$ cat src/rtl/tile_pkg.sv
// Shared types for the lane tile renderer: FSM states, LOAD actions, colours.
package tile_pkg;

  typedef enum logic [2:0] {
    S_IDLE  = 3'd0,
    S_LOAD  = 3'd1,
    S_ERASE = 3'd2,
    S_DRAW  = 3'd3,
    S_NEXT  = 3'd4,
    S_DONE  = 3'd5
  } state_e;

  // What the current lane visit will paint, decided once in LOAD.
  typedef enum logic [1:0] {
    A_SKIP       = 2'd0,  // nothing to paint
    A_ERASE_ONLY = 2'd1,  // erase old tile, lane goes inactive
    A_MOVE       = 2'd2,  // erase old tile, then draw at new y
    A_SPAWN      = 2'd3   // draw new tile at y=0
  } action_e;

  localparam logic [2:0] BG_COLOUR = 3'b000;

endpackage

$ cat src/rtl/tile_pixel_counter.sv
// Row-major pixel scanner over one tile: cx inner, cy outer, wraps after last.
module tile_pixel_counter #(
  parameter int TILE_W = 32,
  parameter int TILE_H = 16,
  localparam int CXW = (TILE_W > 1) ? $clog2(TILE_W) : 1,
  localparam int CYW = (TILE_H > 1) ? $clog2(TILE_H) : 1
) (
  input  logic           clock,
  input  logic           clear_b,
  input  logic           clr_i,
  input  logic           en_i,
  output logic [CXW-1:0] cx_o,
  output logic [CYW-1:0] cy_o,
  output logic           last_o
);

  logic [CXW-1:0] cx_q, cx_d;
  logic [CYW-1:0] cy_q, cy_d;
  logic           x_end, y_end;

  assign x_end  = (cx_q == CXW'(TILE_W - 1));
  assign y_end  = (cy_q == CYW'(TILE_H - 1));
  assign last_o = x_end && y_end;
  assign cx_o   = cx_q;
  assign cy_o   = cy_q;

  // Next position: clear wins, otherwise step through the tile when enabled.
  always_comb begin
    cx_d = cx_q;
    cy_d = cy_q;
    if (clr_i) begin
      cx_d = '0;
      cy_d = '0;
    end else if (en_i) begin
      if (x_end) begin
        cx_d = '0;
        cy_d = y_end ? '0 : cy_q + 1'b1;
      end else begin
        cx_d = cx_q + 1'b1;
      end
    end
  end

  // Position registers.
  always_ff @(posedge clock or negedge clear_b) begin
    if (!clear_b) begin
      cx_q <= '0;
      cy_q <= '0;
    end else begin
      cx_q <= cx_d;
      cy_q <= cy_d;
    end
  end

endmodule

$ cat src/rtl/lane_tile_renderer.sv
// Multi-lane falling-tile engine: per frame, visits each lane, erases/moves/
// spawns its tile one pixel per cycle, and keeps hit/miss scores.
module lane_tile_renderer
  import tile_pkg::*;
#(
  parameter int         LANES       = 4,
  parameter int         TILE_W      = 32,
  parameter int         TILE_H      = 16,
  parameter int         LANE_X0     = 8,
  parameter int         LANE_PITCH  = 36,
  parameter int         SCREEN_H    = 120,
  parameter int         STEP        = 4,
  parameter int         HIT_Y       = 96,
  parameter logic [2:0] TILE_COLOUR = 3'b111,
  parameter int         SCORE_W     = 8
) (
  input  logic               clock,
  input  logic               clear_b,
  input  logic               go,
  input  logic [LANES-1:0]   spawn,
  input  logic [LANES-1:0]   hit,
  output logic [7:0]         x,
  output logic [6:0]         y,
  output logic [2:0]         colour,
  output logic               plot,
  output logic               busy,
  output logic               done,
  output logic [SCORE_W-1:0] score,
  output logic [SCORE_W-1:0] misses
);

  localparam int LI_W = (LANES > 1) ? $clog2(LANES) : 1;
  localparam int CXW  = (TILE_W > 1) ? $clog2(TILE_W) : 1;
  localparam int CYW  = (TILE_H > 1) ? $clog2(TILE_H) : 1;
  localparam int SW1  = SCORE_W + 1;

  state_e                  state_q, state_d;
  action_e                 act_q, act_d;
  logic [LI_W-1:0]         li_q, li_d;
  logic [6:0]              base_q, base_d;     // y of the rectangle being painted
  logic [LANES-1:0]        active_q, active_d;
  logic [LANES-1:0][6:0]   tile_y_q, tile_y_d;
  logic [LANES-1:0]        hit_pq, hit_pd;
  logic [LANES-1:0]        spawn_pq, spawn_pd;
  logic [SCORE_W-1:0]      score_q, score_d;
  logic [SCORE_W-1:0]      misses_q, misses_d;
  logic [SW1-1:0]          msum;
  logic [1:0]              miss_inc;
  logic                    score_inc;
  logic                    clr_lane;

  logic                    cnt_clr, cnt_en, cnt_last;
  logic [CXW-1:0]          cx;
  logic [CYW-1:0]          cy;

  logic [7:0]              x_q;
  logic [6:0]              y_q;
  logic [2:0]              colour_q;
  logic                    plot_q, busy_q, done_q;

  // Current-lane view used by LOAD.
  logic [6:0]              cur_y;
  logic [7:0]              ny;
  logic                    in_win, ovf, painting;
  logic [7:0]              x_base;

  assign cur_y    = tile_y_q[li_q];
  assign ny       = 8'(cur_y) + 8'(STEP);
  assign ovf      = ny > 8'(SCREEN_H - TILE_H);
  assign in_win   = (int'(cur_y) + TILE_H) > HIT_Y;
  assign painting = (state_q == S_ERASE) || (state_q == S_DRAW);
  assign x_base   = 8'(LANE_X0 + int'(li_q) * LANE_PITCH);

  tile_pixel_counter #(
    .TILE_W (TILE_W),
    .TILE_H (TILE_H)
  ) u_cnt (
    .clock   (clock),
    .clear_b (clear_b),
    .clr_i   (cnt_clr),
    .en_i    (cnt_en),
    .cx_o    (cx),
    .cy_o    (cy),
    .last_o  (cnt_last)
  );

  // FSM next state, lane decisions made in LOAD, and scan sequencing.
  always_comb begin
    state_d   = state_q;
    act_d     = act_q;
    li_d      = li_q;
    base_d    = base_q;
    active_d  = active_q;
    tile_y_d  = tile_y_q;
    miss_inc  = 2'd0;
    score_inc = 1'b0;
    clr_lane  = 1'b0;
    cnt_clr   = 1'b0;
    cnt_en    = 1'b0;
    case (state_q)
      S_IDLE: begin
        if (go) begin
          li_d    = '0;
          state_d = S_LOAD;
        end
      end
      S_LOAD: begin
        clr_lane = 1'b1;
        cnt_clr  = 1'b1;
        base_d   = cur_y;
        if (active_q[li_q]) begin
          if (hit_pq[li_q] && in_win) begin
            act_d            = A_ERASE_ONLY;
            active_d[li_q]   = 1'b0;
            score_inc        = 1'b1;
          end else begin
            if (hit_pq[li_q]) miss_inc = miss_inc + 2'd1;
            if (ovf) begin
              act_d          = A_ERASE_ONLY;
              active_d[li_q] = 1'b0;
              miss_inc       = miss_inc + 2'd1;
            end else begin
              act_d          = A_MOVE;
              tile_y_d[li_q] = ny[6:0];
            end
          end
        end else begin
          // A stray key on an empty lane is a miss; spawn is still honoured.
          if (hit_pq[li_q]) miss_inc = 2'd1;
          if (spawn_pq[li_q]) begin
            act_d          = A_SPAWN;
            active_d[li_q] = 1'b1;
            tile_y_d[li_q] = '0;
            base_d         = '0;
          end else begin
            act_d = A_SKIP;
          end
        end
        case (act_d)
          A_SKIP:  state_d = S_NEXT;
          A_SPAWN: state_d = S_DRAW;
          default: state_d = S_ERASE;
        endcase
      end
      S_ERASE: begin
        cnt_en = 1'b1;
        if (cnt_last) begin
          if (act_q == A_MOVE) begin
            state_d = S_DRAW;
            base_d  = tile_y_q[li_q];  // already advanced in LOAD
          end else begin
            state_d = S_NEXT;
          end
        end
      end
      S_DRAW: begin
        cnt_en = 1'b1;
        if (cnt_last) state_d = S_NEXT;
      end
      S_NEXT: begin
        if (li_q == LI_W'(LANES - 1)) begin
          state_d = S_DONE;
        end else begin
          li_d    = li_q + 1'b1;
          state_d = S_LOAD;
        end
      end
      S_DONE:  state_d = S_IDLE;
      default: state_d = S_IDLE;
    endcase
  end

  // Sticky request capture; LOAD consumes the current lane's bits but a
  // request arriving in that same cycle survives.
  always_comb begin
    hit_pd   = hit_pq | hit;
    spawn_pd = spawn_pq | spawn;
    if (clr_lane) begin
      hit_pd[li_q]   = hit[li_q];
      spawn_pd[li_q] = spawn[li_q];
    end
  end

  // Saturating score and miss counters.
  always_comb begin
    score_d = score_q;
    if (score_inc && (score_q != '1)) score_d = score_q + 1'b1;
    msum     = {1'b0, misses_q} + SW1'(miss_inc);
    misses_d = msum[SCORE_W] ? '1 : msum[SCORE_W-1:0];
  end

  // Control, lane and counter state.
  always_ff @(posedge clock or negedge clear_b) begin
    if (!clear_b) begin
      state_q  <= S_IDLE;
      act_q    <= A_SKIP;
      li_q     <= '0;
      base_q   <= '0;
      active_q <= '0;
      tile_y_q <= '0;
      hit_pq   <= '0;
      spawn_pq <= '0;
      score_q  <= '0;
      misses_q <= '0;
    end else begin
      state_q  <= state_d;
      act_q    <= act_d;
      li_q     <= li_d;
      base_q   <= base_d;
      active_q <= active_d;
      tile_y_q <= tile_y_d;
      hit_pq   <= hit_pd;
      spawn_pq <= spawn_pd;
      score_q  <= score_d;
      misses_q <= misses_d;
    end
  end

  // Registered pixel port and status; pixel fields hold between plots.
  always_ff @(posedge clock or negedge clear_b) begin
    if (!clear_b) begin
      x_q      <= '0;
      y_q      <= '0;
      colour_q <= BG_COLOUR;
      plot_q   <= 1'b0;
      busy_q   <= 1'b0;
      done_q   <= 1'b0;
    end else begin
      plot_q <= painting;
      busy_q <= (state_q != S_IDLE) && (state_q != S_DONE);
      done_q <= (state_q == S_DONE);
      if (painting) begin
        x_q      <= x_base + 8'(cx);
        y_q      <= base_q + 7'(cy);
        colour_q <= (state_q == S_DRAW) ? TILE_COLOUR : BG_COLOUR;
      end
    end
  end

  assign x      = x_q;
  assign y      = y_q;
  assign colour = colour_q;
  assign plot   = plot_q;
  assign busy   = busy_q;
  assign done   = done_q;
  assign score  = score_q;
  assign misses = misses_q;

endmodule

$ cat config.mk
export PLATFORM = sky130hd
export DESIGN_NAME = lane_tile_renderer
export DESIGN_NICKNAME = d
export VERILOG_FILES = /design/src/rtl/tile_pkg.sv /design/src/rtl/tile_pixel_counter.sv /design/src/rtl/lane_tile_renderer.sv
export SDC_FILE = /design/constraint.sdc
export NUM_CORES = 1
export LEC_CHECK = 0
export ABC_AREA = 1
export BUFFER_PORTS_ARGS = -buffer_cell sky130_fd_sc_hd__buf_2
export CAP_MARGIN = 10
export CORE_ASPECT_RATIO = 1.2
export CORE_MARGIN = 4
export CORE_UTILIZATION = 61
export CTS_CLUSTER_SIZE = 12
export DETAILED_ROUTE_END_ITERATION = 10
export GPL_TIMING_DRIVEN = 0
export PLACE_DENSITY = 0.79
export SLEW_MARGIN = 25
export SYNTH_ARGS = -nofsm -noshare
export SYNTH_HDL_FRONTEND = slang
export SYNTH_SLANG_ARGS = --single-unit
$ cat constraint.sdc
create_clock -name clock -period 7.2 [get_ports clock]
set_input_delay 1.44 -clock clock [delete_from_list [all_inputs] [get_ports clock]]
set_output_delay 1.44 -clock clock [all_outputs]
set_load 0.01 [all_outputs]
==> results.tsv <==
metric	value	unit
kind of critical path	reg -> reg	
Final Non-Filler Cells	860	
Synth Area in XOR/XNOR	2.23	%
First-pass DRT Iterations	7	
Num Clock Sinks	98	
final hold vios	0	
post-DP HPWL	9380	um
DRT iter0 DRCs	311	
Num CTS Buffers	9	
adder-cell share of the synthesized area	6.57	%
vias in the first global route	4721	
met1 WL	5280	um
WL met2	6230	um
# setup viols final	0	
TritonCTS clock tree	yes	
RSZ-0062 raised after global routing	no	
max-slew violation count	0	
mux cell area share after synthesis	0	%
vias	4774	
setup slack, reg-to-reg	2660	ps
Die Y	112	um
Mapped Cells	680	
die footprint	0.0106	mm^2
largest family of logic cells by synthesized area	simple AND/OR/NAND/NOR gates	
final setup skew	14.5	ps
Clk Latency, worst-skew pair	380	ps
CP required	7500	ps
cell taking the most area after synthesis	dfrtp_1	
crit path time final	4540	ps
total core area	0.00866	mm^2
simple-gate share of the synthesized area	29.9	%
Worst Setup Start Kind	flop	
outcome	complete, no violations	
post-DR wirelength/cell	14.7	um
# hold bufs at CTS	0	
clock-pin slew on the worst setup and hold paths	100	ps
Final Cell Area	0.00611	mm^2
Post-Syn Area	0.00549	mm^2
antenna-violating nets left	0	
Die Wd	94.6	um
sequential area share after synthesis	44.7	%
CTS root buf	clkbuf_8	
initial core utilization	63.4	%
worst r2r path cells	26	
Critical Path AT	4840	ps
Max Clk Rate	220	MHz
Slew HR	63.8	%
Min-Delay Endpoint	x[4]	
IO Count	48	
Layout area overhead	11.3	%
Overall Global Routing Usage	25.9	%
ratio of cells with drive above 1 in the final layout	15.7	%
first-pass GRT wire length	21700	um
WL met3	740	um
drt drc	0	
fin crit share	63.1	%
buffers inserted by post-CTS timing repair	0	
unique cell type count in the Yosys netlist	38	
Hold Crit Depth	2	
DR top layer	met4	
final WL	12600	um
Synth Warn #	0	
Compound-Gate Fraction of Synth Area	8.34	%
Hold Crit Start	x[4]	
nets	777	
Slew @ Worst Pin	541	ps
Leak	3.10	nW
CTS Buffer Depth	2	
#FFs+latches synth	98	
Synthesized Nets	718	
CTS H-Tree Depth	3	
row count	37	
post-CTS resize count	0	
max_cap viols	0	
Worst Setup End Kind	flop	
RR Startpoint	li_q[0]	
Placed Cells	845	
Placement Cell Area	0.00590	mm^2
n_diodes	0	
antenna violations before repair	0	
GR Overflow Total	0	
Synth top area share	44.7	%
routed vias/inst	5.55	
ranking of synthesized cells by area	dfrtp_1 (45%), nand2_1 (13%), ha_1 (5.5%), inv_1 (5.1%), nand4_1 (4.4%)	
peak supply drop	0.116	mV
RR Endpoint	misses[5]	
Hold WC Path Type	reg -> reg	
Avg Inst Size Synth	8.07	um^2
crit-path max FO	10	
largest net degree at the start of global routing	56	
Routability Congestion	0.883	
Power Dens Cells	153	mW/mm^2
FILL cells	704	
port bufs	47	
setup_tns	0	ps
[cell type report]
| class | instances | area (um^2) | area share [%] |
|---|---|---|---|
| clock buffers | 11 | 151 | 2.48 |
| clock inverters | 4 | 51.3 | 0.840 |
| well taps | 117 | 146 | 2.40 |
| repair buffers | 48 | 269 | 4.41 |
| flip-flops and latches | 98 | 2450 | 40.2 |
| multi-input cells | 479 | 2580 | 42.3 |
| plain buffers | 24 | 159 | 2.60 |
| inverters | 79 | 297 | 4.86 |
[metrics by stage]
stage / utilization (%) / total power, mW / setup WS, ps / hold WS, ps
floorplan: - / 0.562 / 3520 / 437
global placement: 67.8 / 0.577 / 2810 / 448
detailed placement: 68.2 / 0.579 / 2650 / 453
CTS: 70.5 / 0.941 / 2620 / 475
global route: 70.5 / 0.965 / 2270 / 495
finish: 70.5 / 0.933 / 2660 / 472
[sequential cells by signal, indices dropped and copies added, names as in the netlist, 3 cells and up, named ones only]
register,count
hit_pq,4
tile_y_q,28
state_q,3
spawn_pq,4
u_cnt.cy_o,4
misses,8
base_q,7
u_cnt.cx_o,5
y,7
x,8
score,8
[routing by layer]
metal / vias to the layer above / GRT usage (%)
met1: 2238 / 32.1
met5: - / 0
li1: 2332 / -
met2: 171 / 43.4
met3: 33 / 3.58
met4: 0 / 13.5
[power breakdown]
group | internal, mW | switching (mW) | leakage, nW | total [mW]
logic | 0.00462 | 0.0128 | 1.73 | 0.0174
clock network | 0.178 | 0.188 | 0.101 | 0.366
registers | 0.550 | 0.0000000000000000557 | 1.26 | 0.550
[worst max path at each step]
stage | from | end | slack [ps] | cells past startpoint
6_report | li_q[0] | misses[5] | 2660 | 26
5_1_grt | li_q[0] | misses[5] | 2270 | 26
4_1_cts | li_q[0] | misses[5] | 2620 | 26
3_5_place_dp | li_q[0] | misses[5] | 2650 | 26
3_3_place_gp | li_q[0] | misses[5] | 2810 | 26
2_1_floorplan | li_q[0] | misses[5] | 3520 | 26
[cell families (layout without fill, tap and decap cells)]
| family | after synthesis | count (layout) |
|---|---|---|
| fa+ha+maj | 27 | 27 |
| simple gates | 363 | 363 |
| buf+inv | 103 | 166 |
| xor+xnor | 14 | 14 |
| flops | 98 | 98 |
| compound gates | 75 | 75 |
[cells in the mapped netlist]
master,n
or2_2,2
fa_1,3
buf_4,6
nand2_8,1
a21oi_2,1
nand3b_1,1
nand2_1,196
ha_1,24
o22ai_2,1
o211ai_4,1
nand3_1,43
nor4_1,1
a32o_1,2
nand2_4,6
o211ai_2,1
dfrtp_1,98
nand3_2,1
nand2_2,13
a21boi_0,1
nor3_1,3
o21ai_1,1
buf_2,7
nor2_2,4
nand4_1,39
a21oi_1,13
inv_2,5
a211oi_1,1
a22o_1,1
nor2_1,53
a31oi_1,2
o22ai_1,3
clkbuf_1,6
xor2_1,10
xnor2_1,4
buf_6,5
o31ai_1,9
o21ai_0,38
inv_1,74
[cells in the final DEF, fill, tap and decap left out, types with 13 or more instances in the layout]
cell type and n:
nand2_2 13, o21ai_0 38, buf_2 53, dfrtp_1 98, a21oi_1 13, inv_1 74, nand4_1 39, nor2_1 53
nand2_1 196, ha_1 24, nand3_1 43
[critical path: stages (launching register included)]
cell and delay (ps):
dfrtp_1 570, inv_2 170, buf_6 170, nand2_1 60, nand3_1 120, nand2_2 80
inv_1 130, ha_1 220, nand2_1 80, xnor2_1 290, inv_1 80, nand2_1 70
nor2_1 50, nor2_2 150, inv_1 70, ha_1 270, nand2_1 60, a21oi_1 200
ha_1 180, inv_1 60, fa_1 380, nor2_1 180, nand2_1 90, nor2_1 190
nand3_1 240, a21boi_0 200, o21ai_0 90
Note: power is estimated with default switching activity, not from simulation.
